### config.mk
export PLATFORM = sky130hd
export DESIGN_NAME = mxv_frame_loader
export DESIGN_NICKNAME = d
export VERILOG_FILES = /design/src/rtl/mxv_pkg.sv /design/src/rtl/mxv_payload_counter.sv /design/src/rtl/mxv_frame_loader.sv
export SDC_FILE = /design/constraint.sdc
export NUM_CORES = 1
export LEC_CHECK = 0
export ABC_AREA = 1
export BUFFER_PORTS_ARGS = -buffer_cell sky130_fd_sc_hd__buf_2
export CORE_AREA = 2 2 120 122
export CTS_CLUSTER_SIZE = 40
export DETAILED_ROUTE_END_ITERATION = 10
export DIE_AREA = 0 0 122 124
export PLACE_DENSITY = 0.77
export SETUP_SLACK_MARGIN = 0.05
export SYNTH_ARGS = -nofsm -noshare
export SYNTH_HDL_FRONTEND = slang
export SYNTH_SLANG_ARGS = --single-unit
export TNS_END_PERCENT = 100
### constraint.sdc
create_clock -name clk -period 3.3 [get_ports clk]
set_clock_uncertainty 0.15 [all_clocks]
set_input_delay 0.66 -clock clk [delete_from_list [all_inputs] [get_ports clk]]
set_output_delay 0.66 -clock clk [all_outputs]
set_load 0.05 [all_outputs]
### src/rtl/mxv_pkg.sv
// mxv_pkg: shared constants and types for the matrix-vector frame loader
package mxv_pkg;
  localparam int MAX_N = 8;
  localparam logic [7:0] HDR = 8'hFE;
  localparam logic [7:0] TAIL = 8'hEF;
  typedef enum logic [2:0] {
    CMD_SIZE   = 3'd1,
    CMD_START  = 3'd2,
    CMD_MATRIX = 3'd3,
    CMD_VECTOR = 3'd4
  } cmd_e;
  typedef enum logic [1:0] {S_IDLE, S_CMD, S_PAYLOAD, S_TAIL} state_e;
  function automatic logic is_cmd(input logic [7:0] b);
    return b >= 8'd1 && b <= 8'd4;
  endfunction
endpackage

### src/rtl/mxv_payload_counter.sv
// mxv_payload_counter: enabled up-counter with clear and last-byte compare
module mxv_payload_counter (
  input  logic       clk,
  input  logic       reset,
  input  logic       clr,
  input  logic       en,
  input  logic [6:0] limit,
  output logic [6:0] count,
  output logic       last
);
  logic [6:0] count_q, count_d;
  // clear has priority over increment
  always_comb count_d = clr ? 7'd0 : en ? count_q + 7'd1 : count_q;
  // counter register
  always_ff @(posedge clk or negedge reset)
    if (!reset) count_q <= 7'd0;
    else count_q <= count_d;
  assign count = count_q;
  assign last = (count_q + 7'd1) == limit;
endmodule

### src/rtl/mxv_frame_loader.sv
// mxv_frame_loader: parses framed byte stream into multiplier config, vector, matrix pushes and start
module mxv_frame_loader
  import mxv_pkg::*;
#(
  parameter int WORD_LENGTH = 8
) (
  input  logic        clk,
  input  logic        reset,
  input  logic [7:0]  rx_data,
  input  logic        rx_valid,
  input  logic        mxv_busy,
  output logic [7:0]  matrix_length,
  output logic [63:0] vector,
  output logic [7:0]  fifo_value,
  output logic        fifo_push,
  output logic        start,
  output logic        frame_error
);
  state_e      state_q, state_d;
  cmd_e        cmd_q, cmd_d;
  logic [3:0]  shadow_len_q, shadow_len_d;
  logic [63:0] shadow_vec_q, shadow_vec_d;
  logic [7:0]  matrix_length_q, matrix_length_d;
  logic [63:0] vector_q, vector_d;
  logic [7:0]  fifo_value_q, fifo_value_d;
  logic        fifo_push_q, fifo_push_d;
  logic        start_q, start_d;
  logic        frame_error_q, frame_error_d;
  logic [6:0]  nn, limit, count;
  logic        last, cnt_en;
  logic [5:0]  off;
  logic        need_n, need_idle;
  assign nn = {1'b0, matrix_length_q[5:0]} * {1'b0, matrix_length_q[5:0]};
  assign limit = cmd_q == CMD_SIZE ? 7'd1 : cmd_q == CMD_VECTOR ? matrix_length_q[6:0] : nn;
  assign cnt_en = rx_valid && state_q == S_PAYLOAD && !last;
  assign off = {~count[2:0], 3'b000};
  assign need_n = rx_data == 8'(CMD_MATRIX) || rx_data == 8'(CMD_VECTOR);
  assign need_idle = rx_data == 8'(CMD_MATRIX) || rx_data == 8'(CMD_START);

  mxv_payload_counter u_cnt (
    .clk   (clk),
    .reset (reset),
    .clr   (state_q != S_PAYLOAD),
    .en    (cnt_en),
    .limit (limit),
    .count (count),
    .last  (last)
  );

  // frame parser: next-state, shadow and output register values
  always_comb begin
    state_d = state_q;
    cmd_d = cmd_q;
    shadow_len_d = shadow_len_q;
    shadow_vec_d = shadow_vec_q;
    matrix_length_d = matrix_length_q;
    vector_d = vector_q;
    fifo_value_d = fifo_value_q;
    fifo_push_d = 1'b0;
    start_d = 1'b0;
    frame_error_d = 1'b0;
    if (rx_valid)
      case (state_q)
        S_IDLE: state_d = rx_data == HDR ? S_CMD : S_IDLE;
        S_CMD:
          if (!is_cmd(rx_data) || (need_n && matrix_length_q == 8'd0) || (need_idle && mxv_busy)) begin
            frame_error_d = 1'b1;
            state_d = S_IDLE;
          end else begin
            cmd_d = cmd_e'(rx_data[2:0]);
            state_d = rx_data == 8'(CMD_START) ? S_TAIL : S_PAYLOAD;
            if (rx_data == 8'(CMD_VECTOR)) shadow_vec_d = '0;
          end
        S_PAYLOAD: begin
          state_d = last ? S_TAIL : S_PAYLOAD;
          if (cmd_q == CMD_SIZE) begin
            if (rx_data == 8'd0 || rx_data > 8'(MAX_N)) begin
              frame_error_d = 1'b1;
              state_d = S_IDLE;
            end else shadow_len_d = rx_data[3:0];
          end else if (cmd_q == CMD_VECTOR) shadow_vec_d[off +: 8] = rx_data;
          else begin
            fifo_value_d = rx_data;
            fifo_push_d = 1'b1;
          end
        end
        default: begin
          state_d = S_IDLE;
          if (rx_data != TAIL) frame_error_d = 1'b1;
          else if (cmd_q == CMD_SIZE) begin
            matrix_length_d = {4'd0, shadow_len_q};
            vector_d = '0;
          end else if (cmd_q == CMD_VECTOR) vector_d = shadow_vec_q;
          else if (cmd_q == CMD_START) start_d = 1'b1;
        end
      endcase
  end

  // state, shadow and output registers
  always_ff @(posedge clk or negedge reset)
    if (!reset) begin
      state_q <= S_IDLE;
      cmd_q <= CMD_SIZE;
      shadow_len_q <= 4'd0;
      shadow_vec_q <= '0;
      matrix_length_q <= 8'd0;
      vector_q <= '0;
      fifo_value_q <= 8'd0;
      fifo_push_q <= 1'b0;
      start_q <= 1'b0;
      frame_error_q <= 1'b0;
    end else begin
      state_q <= state_d;
      cmd_q <= cmd_d;
      shadow_len_q <= shadow_len_d;
      shadow_vec_q <= shadow_vec_d;
      matrix_length_q <= matrix_length_d;
      vector_q <= vector_d;
      fifo_value_q <= fifo_value_d;
      fifo_push_q <= fifo_push_d;
      start_q <= start_d;
      frame_error_q <= frame_error_d;
    end

  assign matrix_length = matrix_length_q;
  assign vector = vector_q;
  assign fifo_value = fifo_value_q;
  assign fifo_push = fifo_push_q;
  assign start = start_q;
  assign frame_error = frame_error_q;
endmodule

==> results.ini <==
[global_route]
grt_max_degree=85
antenna_found_initial=0
overflow=0
grt_pass1_wl_mm=28.5
first_global_vias=5876
grt_usage_pct=24.1

[timing]
max_freq_mhz=352
hold_viol_final=0
fin_crit_sh_pct=86.1
layout_min_cycle_time_ns=2.84
setup_violations=0
finalSetupTns_ns=0
rsz0062_at_grt=false
slew_viol_final=0
max_slew_margin_pct=45.1
worstMarginPinSlew_ns=0.821

[setup_path]
r2r_end=shadow_vec_q[54]
critPathLaunch=u_cnt.count[0]
cp.required_ns=3.46
startpoint_type=register
reg2reg_slack_ns=0.46
r2r_start=u_cnt.count[0]
crit_path_end_kind=register
crit_type=reg -> reg
cp_max_fo=9
ff2ff_path_depth=8
endpoint=shadow_vec_q[54]
critPathArrivalTime_ns=3.00

[job]
cap_violations=0

[floorplan]
num_io_pins=95
initial_core_util_pct=54.0
core_area_mm2=0.0137
num_rows=43
fp.dieW_um=122
die_h_um=124
die_area_mm2=0.0151

[clocking]
tritoncts=built
clk_pin_slew_ns=0.06
cts_resized=0
cts-root-buf=clkbuf_16
cts_hold_buf=0
clk_latency_ns=0.43
clock_path_buffers=2
cts_inserted_buffers=17
cts_setup_buffers=0
h-tree-depth=4
cts_sinks=159

[finish]
final_common_cell=nand2_1
multi_input_area_mm2=0.00296
final_nets=985
final_cell_mix=nand2_1, dfrtp_1, buf_2
antennaDiodeCount=0
area_growth_pct=15.1
final_cell_area_mm2=0.00853
drive_gt1_share_pct=17.2
seqCellArea_mm2=0.00398
nFillCells=1175

[yosys]
ys_seq_elements=159
synth_compound_area_share_pct=6.75
synth-xor-area-share_pct=0.236
synthAdderAreaFrac_pct=1.11
synth_simple_gate_area_share_pct=31.0
syn_inst=881
avgSynthCellArea_um2=8.41
yosysSeqAreaShare_pct=53.7
synth_cell_type_count=37
muxShareOfSynthArea_pct=0.608
synth_top_family_by_area=simple AND/OR/NAND/NOR gates
synth_warnings=0
syn_area_mm2=0.00741

[hold_path]
hp-class=in -> async

[detailed_routing]
drcViolationCount=0
wire_per_inst_um=14.8
totalWireLength_mm=17.1
ant_nets=0
drt_iter0_drc=467
num_vias=6341
drtPass1Iterations=7
vias_per_cell=5.48

[power_and_ir_drop]
p_per_area_mw_per_mm2=462
p_leak_nw=4.49
max-vdd-ir-drop_mv=0.270

[placement]
place.gp.congestion=0.956
dpl.hpwl_mm=11.2
portBuffers=90
dpl_cell_area_mm2=0.00797

[outcome]
status=complete, no violations

[power by group]
group | leakage [nW] | internal [mW] | total (mW) | switching, mW
clock | 0.284 | 1.15 | 1.88 | 0.728
sequential | 2.22 | 1.95 | 1.95 | 0.000885
combinational | 1.99 | 0.0198 | 0.109 | 0.0887
total | 4.49 | 3.12 | 3.94 | 0.817
[synthesized netlist by cell type]
cell,instances,area share (%)
a21oi_1,3,0.20
dfrtp_1,158,53
inv_1,36,1.8
clkbuf_1,24,1.2
or2_1,1,0.084
nand2_4,1,0.15
buf_4,5,0.51
o21ai_1,1,0.067
nor2_2,4,0.34
nand4_1,72,6.1
nor2_4,2,0.30
xor2_1,2,0.24
nand3_2,3,0.41
nor4_1,4,0.34
nor3_1,3,0.20
fa_1,1,0.27
nor4_2,1,0.17
o21ai_4,1,0.22
conb_1,1,0.051
clkbuf_2,1,0.067
dfstp_2,1,0.35
o21ai_0,88,5.9
a31oi_1,1,0.084
a21oi_2,2,0.24
nand3_1,48,3.2
nor2_1,29,1.5
nand3b_1,1,0.10
buf_2,10,0.68
inv_2,6,0.30
or4_1,1,0.10
ha_1,5,0.84
clkinv_1,2,0.10
and3_1,1,0.084
mux2_2,4,0.61
nand2_2,4,0.34
nand2_1,347,18
buf_12,7,1.9
[worst min path at each step]
stage                       endpoint  depth (start not counted)              from  slack, ns
floorplan                   cmd_q[1]                          0             reset       0.21
global placement    shadow_vec_q[55]                          2  shadow_vec_q[55]       0.31
detailed placement  shadow_vec_q[53]                          2  shadow_vec_q[53]       0.31
CTS                       vector[24]                          1             reset       0.14
global route              vector[26]                          1             reset       0.17
finish                    vector[24]                          1             reset       0.12
[critical path: stages (launching register included)]
cell	delay [ns]
dfrtp_1	0.45
ha_1	0.27
ha_1	0.42
inv_1	0.24
nand2_1	0.10
o21ai_0	0.46
nand3_1	0.37
nand2_1	0.19
nand2_1	0.07
[kinds of logic (layout without fill, tap and decap cells)]
family,after synthesis,count (layout)
multiplexers,4,4
other,1,4
buffers and inverters,91,184
adder cells (fa/ha/maj),6,6
AND/OR/NAND/NOR,522,522
AO/OA/AOI/OAI,96,96
flip-flops,159,159
XOR/XNOR,2,2
[metrics by stage]
step	hold slack, ns	setup slack (ns)	std cells	utilization, %	power (mW)
finish	0.122	0.459	1157	62.2	3.94
global route	0.166	0.271	1157	62.2	4.07
CTS	0.137	0.476	1157	62.2	3.97
detailed placement	0.310	0.481	1128	58.1	2.10
global placement	0.307	0.502	1128	58.1	2.10
floorplan	0.214	0.653	884	-	2.04
[metal layers]
metal / wire length (um) / GRT usage [%] / up-vias
li1: - / - / 3093
met1: 7470 / 31.1 / 3009
met2: 8200 / 39.5 / 193
met3: 966 / 5.45 / 46
met4: 473 / 9.99 / 0
met5: 0 / 0 / -
[cell type report]
class	instances	area share, %
clock buffer	21	5.51
inverter	44	1.94
sequential	159	46.6
clock inverter	8	1.06
tap	180	2.64
multi-input combinational	634	34.7
timing repair buffer	111	7.49
[registers in the layout, summed over array words and instances, names as in the netlist]
signal and cells:
state_q 2, shadow_vec_q 64, frame_error 1, cmd_q 3
vector 64, matrix_length 4, shadow_len_q 4, fifo_push 1
u_cnt.count 7, fifo_value 8, start 1
(Power assumes the default switching activity.)
